## src/rtl/apb_fifo_pkg.sv

```systemverilog
// Shared definitions for the APB FIFO slave: register offsets, STATUS/CTRL
// bit positions and the APB handshake state encoding.
package apb_fifo_pkg;

  localparam logic [7:0] TXDATA = 8'h00;
  localparam logic [7:0] RXDATA = 8'h04;
  localparam logic [7:0] STATUS = 8'h08;
  localparam logic [7:0] CTRL   = 8'h0C;

  localparam int ST_TX_EMPTY = 0;
  localparam int ST_TX_FULL  = 1;
  localparam int ST_RX_EMPTY = 2;
  localparam int ST_RX_FULL  = 3;
  localparam int ST_TX_COUNT = 8;
  localparam int ST_RX_COUNT = 16;

  localparam int CTRL_FLUSH_TX = 0;
  localparam int CTRL_FLUSH_RX = 1;

  typedef enum logic [1:0] {
    IDLE   = 2'd0,
    SETUP  = 2'd1,
    ACCESS = 2'd2
  } apb_state_e;

endpackage

```

## src/rtl/apb_fifo_slave_sync_fifo.sv

```systemverilog
// Single-clock FIFO with push, pop, flush and an occupancy count. Flush has
// priority over any push/pop on the same edge; overflow and underflow are ignored.
module sync_fifo #(
  parameter int DEPTH  = 8,
  parameter int DATA_W = 32,
  localparam int AW    = $clog2(DEPTH),
  localparam int CW    = AW + 1
) (
  input  logic              clk,
  input  logic              rst_n,
  input  logic              i_push,
  input  logic [DATA_W-1:0] i_pushData,
  input  logic              i_pop,
  input  logic              i_flush,
  output logic [DATA_W-1:0] o_data,
  output logic              o_full,
  output logic              o_empty,
  output logic [CW-1:0]     o_count
);

  logic [DATA_W-1:0] r_mem [DEPTH];
  logic [AW-1:0]     r_wrPtr;
  logic [AW-1:0]     r_rdPtr;
  logic [CW-1:0]     r_count;
  logic              w_doPush;
  logic              w_doPop;

  assign o_full   = (r_count == CW'(DEPTH));
  assign o_empty  = (r_count == '0);
  assign o_count  = r_count;
  assign o_data   = r_mem[r_rdPtr];
  assign w_doPush = i_push && !o_full;
  assign w_doPop  = i_pop && !o_empty;

  // Pointers are exactly log2(DEPTH) wide so they wrap modulo DEPTH by themselves.
  always_ff @(posedge clk or negedge rst_n) begin
    if (!rst_n) begin
      r_wrPtr <= '0;
      r_rdPtr <= '0;
      r_count <= '0;
    end else if (i_flush) begin
      r_wrPtr <= '0;
      r_rdPtr <= '0;
      r_count <= '0;
    end else begin
      if (w_doPush) r_wrPtr <= r_wrPtr + AW'(1);
      if (w_doPop)  r_rdPtr <= r_rdPtr + AW'(1);
      case ({w_doPush, w_doPop})
        2'b10:   r_count <= r_count + CW'(1);
        2'b01:   r_count <= r_count - CW'(1);
        default: r_count <= r_count;
      endcase
    end
  end

  always_ff @(posedge clk) begin
    if (w_doPush && !i_flush) r_mem[r_wrPtr] <= i_pushData;
  end

endmodule

```

## src/rtl/apb_fifo_slave.sv

```systemverilog
// APB slave bridging register accesses to a TX and an RX streaming FIFO.
// Define APB_FIFO_WAIT_EN to stall full-push/empty-pop accesses up to MAX_WAIT cycles.
module apb_fifo_slave
  import apb_fifo_pkg::*;
#(
  parameter int DEPTH    = 8,
  parameter int DATA_W   = 32,
  parameter int MAX_WAIT = 15
) (
  input  logic              PCLK,
  input  logic              PRESETn,
  input  logic              PSEL,
  input  logic              PENABLE,
  input  logic              PWRITE,
  input  logic [31:0]       PADDR,
  input  logic [DATA_W-1:0] PWDATA,
  output logic [DATA_W-1:0] PRDATA,
  output logic              PREADY,
  output logic              PSLVERR,
  output logic [DATA_W-1:0] tx_data,
  output logic              tx_valid,
  input  logic              tx_ready,
  input  logic [DATA_W-1:0] rx_data,
  input  logic              rx_valid,
  output logic              rx_ready
);

  localparam int CNT_W = $clog2(DEPTH) + 1;

  apb_state_e        r_state;
  logic [7:0]        w_offset;
  logic              w_aligned;
  logic              w_isTx;
  logic              w_isRx;
  logic              w_isStatus;
  logic              w_isCtrl;
  logic              w_txWrite;
  logic              w_rxRead;
  logic              w_stall;
  logic              w_decodeErr;
  logic              w_accessPhase;
  logic              w_ready;
  logic              w_slverr;
  logic              w_ok;
  logic              w_txPush;
  logic              w_rxPop;
  logic              w_txFlush;
  logic              w_rxFlush;
  logic              w_txFull;
  logic              w_txEmpty;
  logic              w_rxFull;
  logic              w_rxEmpty;
  logic [CNT_W-1:0]  w_txCount;
  logic [CNT_W-1:0]  w_rxCount;
  logic [DATA_W-1:0] w_rxHead;
  logic [DATA_W-1:0] w_status;
  logic [DATA_W-1:0] w_rdata;
  logic              w_unused;

  assign w_offset   = PADDR[7:0];
  assign w_aligned  = (PADDR[1:0] == 2'b00);
  assign w_isTx     = w_aligned && (w_offset == TXDATA);
  assign w_isRx     = w_aligned && (w_offset == RXDATA);
  assign w_isStatus = w_aligned && (w_offset == STATUS);
  assign w_isCtrl   = w_aligned && (w_offset == CTRL);
  assign w_txWrite  = w_isTx && PWRITE;
  assign w_rxRead   = w_isRx && !PWRITE;

  assign w_decodeErr = !(w_isTx || w_isRx || w_isStatus || w_isCtrl)
                    || (w_isTx && !PWRITE)
                    || (w_isRx && PWRITE)
                    || (w_isStatus && PWRITE);

  // Full/empty come straight from FIFO registers, so a same-edge stream
  // transfer cannot rescue an APB push into a full TX or pop from an empty RX.
  assign w_stall = (w_txWrite && w_txFull) || (w_rxRead && w_rxEmpty);

  // The state register lags the bus by a cycle: SETUP marks the first access cycle.
  assign w_accessPhase = PSEL && PENABLE && ((r_state == SETUP) || (r_state == ACCESS));

`ifdef APB_FIFO_WAIT_EN
  localparam int WAIT_W = $clog2(MAX_WAIT + 1);
  logic [WAIT_W-1:0] r_waitCnt;

  assign w_ready = w_accessPhase && (!w_stall || (r_waitCnt == WAIT_W'(MAX_WAIT)));

  always_ff @(posedge PCLK or negedge PRESETn) begin
    if (!PRESETn) begin
      r_waitCnt <= '0;
    end else if (w_accessPhase && !w_ready) begin
      r_waitCnt <= r_waitCnt + WAIT_W'(1);
    end else begin
      r_waitCnt <= '0;
    end
  end

  assign w_unused = ^PADDR[31:8];
`else
  assign w_ready  = w_accessPhase;
  assign w_unused = (^PADDR[31:8]) ^ (MAX_WAIT > 0);
`endif

  assign w_slverr  = w_ready && (w_decodeErr || w_stall);
  assign w_ok      = w_ready && !w_slverr;
  assign w_txPush  = w_ok && w_txWrite;
  assign w_rxPop   = w_ok && w_rxRead;
  assign w_txFlush = w_ok && w_isCtrl && PWRITE && PWDATA[CTRL_FLUSH_TX];
  assign w_rxFlush = w_ok && w_isCtrl && PWRITE && PWDATA[CTRL_FLUSH_RX];

  always_ff @(posedge PCLK or negedge PRESETn) begin
    if (!PRESETn) begin
      r_state <= IDLE;
    end else if (!PSEL) begin
      r_state <= IDLE;
    end else begin
      case (r_state)
        IDLE:    if (!PENABLE) r_state <= SETUP;
        SETUP:   r_state <= w_ready ? IDLE : ACCESS;
        ACCESS:  if (w_ready) r_state <= IDLE;
        default: r_state <= IDLE;
      endcase
    end
  end

  sync_fifo #(.DEPTH(DEPTH), .DATA_W(DATA_W)) u_txFifo (
    .clk        (PCLK),
    .rst_n      (PRESETn),
    .i_push     (w_txPush),
    .i_pushData (PWDATA),
    .i_pop      (tx_valid && tx_ready),
    .i_flush    (w_txFlush),
    .o_data     (tx_data),
    .o_full     (w_txFull),
    .o_empty    (w_txEmpty),
    .o_count    (w_txCount)
  );

  sync_fifo #(.DEPTH(DEPTH), .DATA_W(DATA_W)) u_rxFifo (
    .clk        (PCLK),
    .rst_n      (PRESETn),
    .i_push     (rx_valid && rx_ready),
    .i_pushData (rx_data),
    .i_pop      (w_rxPop),
    .i_flush    (w_rxFlush),
    .o_data     (w_rxHead),
    .o_full     (w_rxFull),
    .o_empty    (w_rxEmpty),
    .o_count    (w_rxCount)
  );

  assign tx_valid = !w_txEmpty;
  assign rx_ready = !w_rxFull;

  always_comb begin
    w_status = '0;
    w_status[ST_TX_EMPTY] = w_txEmpty;
    w_status[ST_TX_FULL]  = w_txFull;
    w_status[ST_RX_EMPTY] = w_rxEmpty;
    w_status[ST_RX_FULL]  = w_rxFull;
    w_status[ST_TX_COUNT +: CNT_W] = w_txCount;
    w_status[ST_RX_COUNT +: CNT_W] = w_rxCount;
  end

  // Read data is driven only for a successful read completing this cycle.
  always_comb begin
    w_rdata = '0;
    if (w_ok && !PWRITE) begin
      if (w_isRx)          w_rdata = w_rxHead;
      else if (w_isStatus) w_rdata = w_status;
    end
  end

  assign PRDATA  = w_rdata;
  assign PREADY  = w_ready;
  assign PSLVERR = w_slverr;

endmodule
```

## config.mk

```make
export PLATFORM = sky130hd
export DESIGN_NAME = apb_fifo_slave
export DESIGN_NICKNAME = d
export VERILOG_FILES = /design/src/rtl/apb_fifo_pkg.sv /design/src/rtl/apb_fifo_slave_sync_fifo.sv /design/src/rtl/apb_fifo_slave.sv
export SDC_FILE = /design/constraint.sdc
export NUM_CORES = 1
export LEC_CHECK = 0
export CAP_MARGIN = 30
export CORE_MARGIN = 2
export CORE_UTILIZATION = 58
export CTS_CLUSTER_DIAMETER = 200
export CTS_CLUSTER_SIZE = 25
export DETAILED_ROUTE_END_ITERATION = 10
export GPL_TIMING_DRIVEN = 0
export PLACE_DENSITY_LB_ADDON = 0.2
export SLEW_MARGIN = 20
export SYNTH_ARGS = -nofsm -noshare
export SYNTH_HDL_FRONTEND = slang
export SYNTH_HIERARCHICAL = 1
export SYNTH_SLANG_ARGS = --single-unit
```

## constraint.sdc

```tcl
create_clock -name PCLK -period 5.2 [get_ports PCLK]
set_input_delay 1.04 -clock PCLK [delete_from_list [all_inputs] [get_ports PCLK]]
set_output_delay 1.04 -clock PCLK [all_outputs]
set_load 0.02 [all_outputs]
```

==> qor.yml, run 1 <==
status: "complete, no violations"
ys_types: 48
vias: 10200
cts_tree: "done"
holdBufCountCts: 0
gp_congestion: 0.757
p_switching_mw: 2.80
combinationalPowerShare: 0.273
met3_usage: 0.0283
dp_cells: 1638
slowest_delay_ns: 0.66
cap_violations: 0
fmax_mhz: 211
met1_usage: 0.299
ioPinCount: 171
root_buffer: "clkbuf_16"
pwr-share-clk: 0.212
ys.flop_type: "edfxtp_1"
tightest_slew_ns: 0.941
syn-instance-count: 991
cts.sink_count: 534
syn_area_sq_um: 21200
ys_ff_latch: 534
hpwl_um: 27000
avgSynthCellArea_sq_um: 21.4
rsz0062_at_grt: "no"
ys_seq_area_frac: 0.750
hold_violations: 0
tns_ns: 0
timing_worst_setup_path_type: "register to output port"
stdcell_count: 1684
power.internal_mw: 7.38
core_sq_um: 36300
area_growth_pct: 16.0
diodes: 0
grt_start_max_net_pins: 27
dieArea_sq_um: 38200
grt_pass1_wl_um: 62800
route.detailed.drc: 0
cp_max_fo: 10
initial_utilization: 0.584
nets: 1313
powerDensity_nw_per_um2: 413
htree_levels: 1
clock_skew_ns: 0.0156
antenna_found_initial: 1
peakVddDrop_v: 0.000296
grt_busiest_layer: "met2"
drt-initial-drc-count: 867
use_met2: 0.382
grtUsageTotal: 0.220
vias_per_cell: 6.08
layout_min_cycle_time_ns: 4.75
numPortBuffers: 145
dieWidth_um: 195
ant_nets: 0
num_rows: 70
cp-end-kind: "output port"
critPathLaunchType: "register"
path_common_cell: "clkbuf_1"
clk-insertion-delay-late_ns: 0.56
period_share: 0.913
setup_violations: 0
drt_wl_total_um: 41400
crit_chain: "clkbuf_1 > clkbuf_1 > mux4_2 > mux2_2 > a22oi_1 > nor2_1 > clkdlybuf4s50_1"
cp_data_arrival_time_ns: 3.71
relSlewSlack: 0.366
cts_resized: 0
seqPwrFrac: 0.515
ys_warn_count: 6
wl_per_cell_um: 24.6
cp_slowest_cell: "clkbuf_1"
crit_buf_inv: 3
crit_required_ns: 4.16
hp-class: "register to register"
grt_pass1_vias: 10500
grt.overflow.total: 0
drt-pass1-iter-count: 5
power.leakage_nw: 7.75
utilization: 0.678
drive_gt1_frac: 0.258
clock_path_buffers: 3
cts_setup_buffers: 0
synth_edf_count: 512
synth_async_sr_flop_share: 0.0412
synth_nets: 1107
cp_top_family: "buffers and inverters"
numCtsBuffers: 25
swShare: 0.275
die_h_um: 195
nFillCells: 2323
slew_viol_final: 0
clk_pin_slew_worst_paths_ns: 0.10
## worst register-to-register path: cells and delay by family, from the launching register on
kind                   cells  cell delay [ns]
DFF                        1             0.56
buffers and inverters      7             1.38
and+or+nand+nor            6             1.55
## worst paths after layout
kind                                      from                    to  slack [ns]  cells past startpoint
setup / recovery           u_rxFifo/r_rdPtr[1]            PRDATA[18]        0.45                      7
hold / removal             u_txFifo/r_wrPtr[0]   u_txFifo/r_wrPtr[0]        0.60                      2
setup reg to reg           u_txFifo/o_count[1]  u_txFifo/r_mem[0][8]        1.44                     13
hold reg to reg            u_txFifo/r_wrPtr[0]   u_txFifo/r_wrPtr[0]        0.60                      2
max in group asynchronous              PRESETn   u_txFifo/r_rdPtr[0]        3.91                      2
min in group asynchronous              PRESETn   u_txFifo/o_count[0]        0.81                      1
## layer usage
layer,vias to the layer above,share of wire
met4,2,0.030
met1,5399,0.40
met3,62,0.049
met2,287,0.52
li1,4483,-
met5,-,0.00031
## area by class of cell
class	instances	area, sq um	share of cell area
Inverter	10	37.5	0.00152
Tap cell	468	586	0.0238
Sequential cell	534	15900	0.646
Multi-Input combinational cell	396	5130	0.208
Timing Repair Buffer	179	1990	0.0806
Clock buffer	44	697	0.0283
Buffer	51	263	0.0107
Clock inverter	2	25.0	0.00102
## synth_stat cells, types with 3 or more instances
| master | n | area share |
|---|---|---|
| clkbuf_1 | 26 | 0.0046 |
| nand2_1 | 11 | 0.0019 |
| a22oi_1 | 11 | 0.0039 |
| nand3_1 | 10 | 0.0024 |
| inv_1 | 10 | 0.0018 |
| xor2_1 | 6 | 0.0025 |
| nor3_1 | 7 | 0.0016 |
| dfrtp_1 | 22 | 0.026 |
| buf_2 | 15 | 0.0035 |
| xnor2_1 | 6 | 0.0025 |
| edfxtp_1 | 512 | 0.72 |
| mux2i_1 | 8 | 0.0038 |
| and2_1 | 10 | 0.0029 |
| and2_2 | 10 | 0.0035 |
| o21ai_0 | 3 | 0.00071 |
| mux4_2 | 128 | 0.14 |
| buf_6 | 7 | 0.0037 |
| mux2_2 | 64 | 0.034 |
| ha_1 | 11 | 0.0065 |
| buf_1 | 3 | 0.00053 |
| nor2_1 | 50 | 0.0088 |
| a211oi_1 | 4 | 0.0014 |
| nor2b_1 | 6 | 0.0018 |
| nand2b_1 | 6 | 0.0018 |
| a21oi_1 | 10 | 0.0024 |
## per-stage QoR
| step | power, mW | hold WS (ns) | worst slack (ns) | instance area (sq um) |
|---|---|---|---|---|
| final | 10.2 | 0.598 | 0.454 | 24600 |
| after global routing | 10.6 | 0.637 | 0.331 | 24600 |
| after CTS | 10.3 | 0.599 | 0.398 | 24600 |
| after detailed placement | 8.16 | 0.572 | 0.696 | 23900 |
| after global placement | 8.00 | 0.570 | -2.87 | 23300 |
| after floorplan | 7.06 | 0.544 | 0.280 | 21200 |
## power by group through the flow
stage / clock, mW / combinational (mW) / sequential, mW
2_1_floorplan: 0 / 1.76 / 5.30
6_report: 2.16 / 2.78 / 5.24
3_3_place_gp: 0 / 2.65 / 5.35
4_1_cts: 2.22 / 2.83 / 5.24
5_1_grt: 2.36 / 2.98 / 5.28
3_5_place_dp: 0 / 2.83 / 5.34
## layout by cell type (no fill, tap or decap), drive strengths merged, types with 3 or more instances in the layout
cell type / Yosys / final
edfxtp: 512 / 512
clkdlybuf4s50: 0 / 145
mux4: 128 / 128
clkbuf: 26 / 70
mux2: 64 / 64
buf: 25 / 59
nor2: 50 / 50
dfrtp: 22 / 22
and2: 20 / 20
inv: 10 / 12
a21oi: 12 / 12
a22oi: 11 / 11
nand2: 11 / 11
ha: 11 / 11
nand3: 10 / 10
mux2i: 8 / 8
nor3: 7 / 7
nor2b: 6 / 6
nand2b: 6 / 6
xnor2: 6 / 6
xor2: 6 / 6
a211oi: 6 / 6
or4b: 4 / 4
o21ai: 3 / 3
nor4: 3 / 3
## flip-flops by register name, indices dropped and copies added, names as in the netlist
| name | cells |
|---|---|
| u_rxFifo/r_mem | 256 |
| u_txFifo/r_mem | 256 |
| u_rxFifo/o_count | 4 |
| u_txFifo/o_count | 4 |
| u_rxFifo/r_rdPtr | 3 |
| u_rxFifo/r_wrPtr | 3 |
| u_txFifo/r_rdPtr | 3 |
| u_txFifo/r_wrPtr | 3 |
| r_state | 2 |
## logic make-up (layout without fill, tap and decap cells)
group           Yosys count  after routing  synth area share
compound gates           42             42            0.0160
xor+xnor                 12             12           0.00495
fa+ha+maj                13             13           0.00836
buf+inv                  61            286            0.0141
flops                   534            534             0.750
mux                     200            200             0.173
simple gates            129            129            0.0335
No activity file was read; power rests on OpenSTA's default activity.
==> inputs of run 2 (changes only) <==
Settings changed: CORE_UTILIZATION 58 to 52, GPL_ROUTABILITY_DRIVEN from default to 0.
Clock period 5.2 ns to 4.3 ns, I/O delays scaled along.
==> run 2 against run 1 <==
  * Worst hold slack lost 0.31 ns
  * Critical endpoint is now PRDATA[0]
  * Largest cell class unchanged
  * Highest routed layer unchanged
  * Sequential power up 21%
  * Clock power rose by 21%
  * Clock-buffer cell count unchanged
==> qor.yml, run 2 (synthesis results as in run 1) <==
status: "complete, no violations"  # unchanged
clk_pin_slew_worst_paths_ns: 0.10  # about the same
timing_worst_setup_path_type: "register to output port"  # unchanged
rsz0062_at_grt: "no"  # unchanged
hpwl_um: 27800  # was 27000 um
reg_top3: "u_rxFifo/r_mem (256), u_txFifo/r_mem (256)"  # unchanged
dpl_cell_area_sq_um: 24200  # was 23900 sq um
num_rows: 74  # was 70
clock_skew_ns: 0.0176  # was 0.0156 ns
cts_tree: "done"  # unchanged
peakVddDrop_v: 0.000286  # was 0.000296 V
hp-class: "primary input to async pin"  # was register to register
fmax_mhz: 243
cts_setup_buffers: 0  # unchanged
cp-end-kind: "output port"  # unchanged
tightest_slew_ns: 0.910  # was 0.941 ns
clk-insertion-delay-late_ns: 0.56  # about the same
die_h_um: 206  # was 195 um
regToRegStartpoint: "u_txFifo/o_count[1]"  # unchanged
grt_pass1_wl_um: 63900  # was 62800 um
hold_violations: 0  # unchanged
whs_ns: 0.285  # was 0.598 ns
cap_violations: 0  # unchanged
pre_cts_slack_ns: 0.0554  # was 0.696 ns
diodes: 0  # unchanged
power.internal_mw: 8.96  # was 7.38 mW
swShare: 0.276  # was 0.275
critPathLaunchType: "register"  # unchanged
period_share: 0.956
dieWidth_um: 206  # was 195 um
antenna_found_initial: 2  # was 1
pwr-share-clk: 0.211  # was 0.212
drt_wl_total_um: 42500  # was 41400 um
combinationalPowerShare: 0.277  # was 0.273
r2r_setup_slack_ns: 0.59  # was 1.44 ns
layout_min_cycle_time_ns: 4.11
worstReg2RegEnd: "u_txFifo/r_mem[0][7]"  # was u_txFifo/r_mem[0][8]
drive_gt1_frac: 0.266  # was 0.258
power.leakage_nw: 7.81  # was 7.75 nW
dieArea_sq_um: 42500  # was 38200 sq um
utilization: 0.614  # was 0.678
numPortBuffers: 145  # unchanged
route.detailed.drc: 0  # unchanged
reg2reg_depth: 11  # was 13
root_buffer: "clkbuf_16"  # unchanged
worst_slack_ns: 0.191  # was 0.454 ns
setup_violations: 0  # unchanged
p_switching_mw: 3.42  # was 2.80 mW
drt-pass1-iter-count: 5  # unchanged
seqPwrFrac: 0.513  # was 0.515
initial_utilization: 0.524  # was 0.584
htree_levels: 1  # unchanged
drt-initial-drc-count: 620  # was 867
cp_data_arrival_time_ns: 3.25  # was 3.71 ns
cp_max_fo: 10  # unchanged
grt_start_max_net_pins: 27  # unchanged
wl_per_cell_um: 24.4  # was 24.6 um
cts.sink_count: 534  # unchanged
area_growth_pct: 17.3  # was 16.0%
core_sq_um: 40600  # was 36300 sq um
powerDensity_nw_per_um2: 497  # was 413 nW/um^2
grt_pass1_vias: 10500  # about the same
crit_required_ns: 3.44  # was 4.16 ns
numCtsBuffers: 25  # unchanged
vias_per_cell: 5.81  # was 6.08
final_cell_mix: "512 x edfxtp_1, 144 x clkdlybuf4s50_1, 128 x mux4_2"  # was 512 x edfxtp_1, 145 x clkdlybuf4s50_1, 128 x mux4_2
stdcell_area_sq_um: 24900  # was 24600 sq um
ioPinCount: 171  # unchanged
relSlewSlack: 0.387  # was 0.366
total_power_mw: 12.4  # was 10.2 mW
ant_nets: 0  # unchanged
final_common_cell: "edfxtp_1"  # unchanged
nets: 1311  # was 1313
slew_viol_final: 0  # unchanged
grt.overflow.total: 0  # unchanged
grtUsageTotal: 0.205  # was 0.220
vias: 10100  # was 10.2k
clock_path_buffers: 3  # unchanged
run 2: changes by cell type in the layout (fill, tap and decap cells not counted), moves of 3 or more:
cell	delta
buf_1	-3
buf_16	+7
buf_2	-4
buf_4	-8
buf_8	+6
clkbuf_1	-8
clkbuf_2	+10
nor3_2	-4
nor3_4	+4
run 2: worst max-delay path, cell delays in order, from the launching register on:
cell and delay [ns]:
dfrtp_1 0.41, clkbuf_4 0.29, buf_4 0.30, mux4_2 0.53, mux2_2 0.33, a22oi_1 0.23, nor2_1 0.06, clkdlybuf4s50_1 0.54
run 2: layout make-up:
type,instances,area (sq um)
well taps,532,666
clock buffers,44,697
plain buffers,51,299
clock inverters,1,16.3
inverters,10,37.5
multi-input cells,396,5150
fillers,2883,15600
repair buffers,177,2130
flip-flops and latches,534,15900
run 2: repair_timing:
item	4_1_cts	5_1_grt
setup endpoints to repair	38	33
gates resized for setup	12	9
hold buffers	0	0
run 2: metrics by stage:
stage,cells,setup TNS (ns)
finish,1745,0
global placement,1668,-721.18
floorplan,991,0
global route,1745,0
detailed placement,1700,0
CTS,1745,0
run 2: power groups by stage:
| stage | clock network (mW) | logic, mW | registers, mW |
|---|---|---|---|
| floorplan | 0 | 2.13 | 6.40 |
| global placement | 0 | 3.22 | 6.46 |
| detailed placement | 0 | 3.47 | 6.46 |
| CTS | 2.69 | 3.48 | 6.34 |
| global route | 2.84 | 3.68 | 6.38 |
| finish | 2.61 | 3.42 | 6.34 |
run 2: layer usage:
metal | routed length (um) | track usage
met5 | 27 | 0
met4 | 907 | 0.0485
met3 | 1790 | 0.0241
met2 | 22000 | 0.360
met1 | 17800 | 0.278
run 2: how the worst max path moves through the flow:
stage | startpoint | to | slack (ns) | cells past startpoint
CTS | u_txFifo/r_rdPtr[1] | tx_data[15] | 0.02 | 5
global route | u_rxFifo/r_rdPtr[1] | PRDATA[19] | 0.07 | 7
detailed placement | PADDR[1] | u_txFifo/r_mem[0][7] | 0.06 | 10
global placement | PADDR[1] | u_txFifo/r_mem[4][10] | -1.77 | 8
finish | u_rxFifo/r_rdPtr[0] | PRDATA[0] | 0.19 | 7
floorplan | PADDR[3] | u_txFifo/r_mem[7][0] | 0.42 | 7
==> inputs of run 3 (changes only) <==
Settings changed: SKIP_LAST_GASP from default to 1.
==> results of run 3 <==
No change in the layout: final DEF, timing and power equal those of run 2.
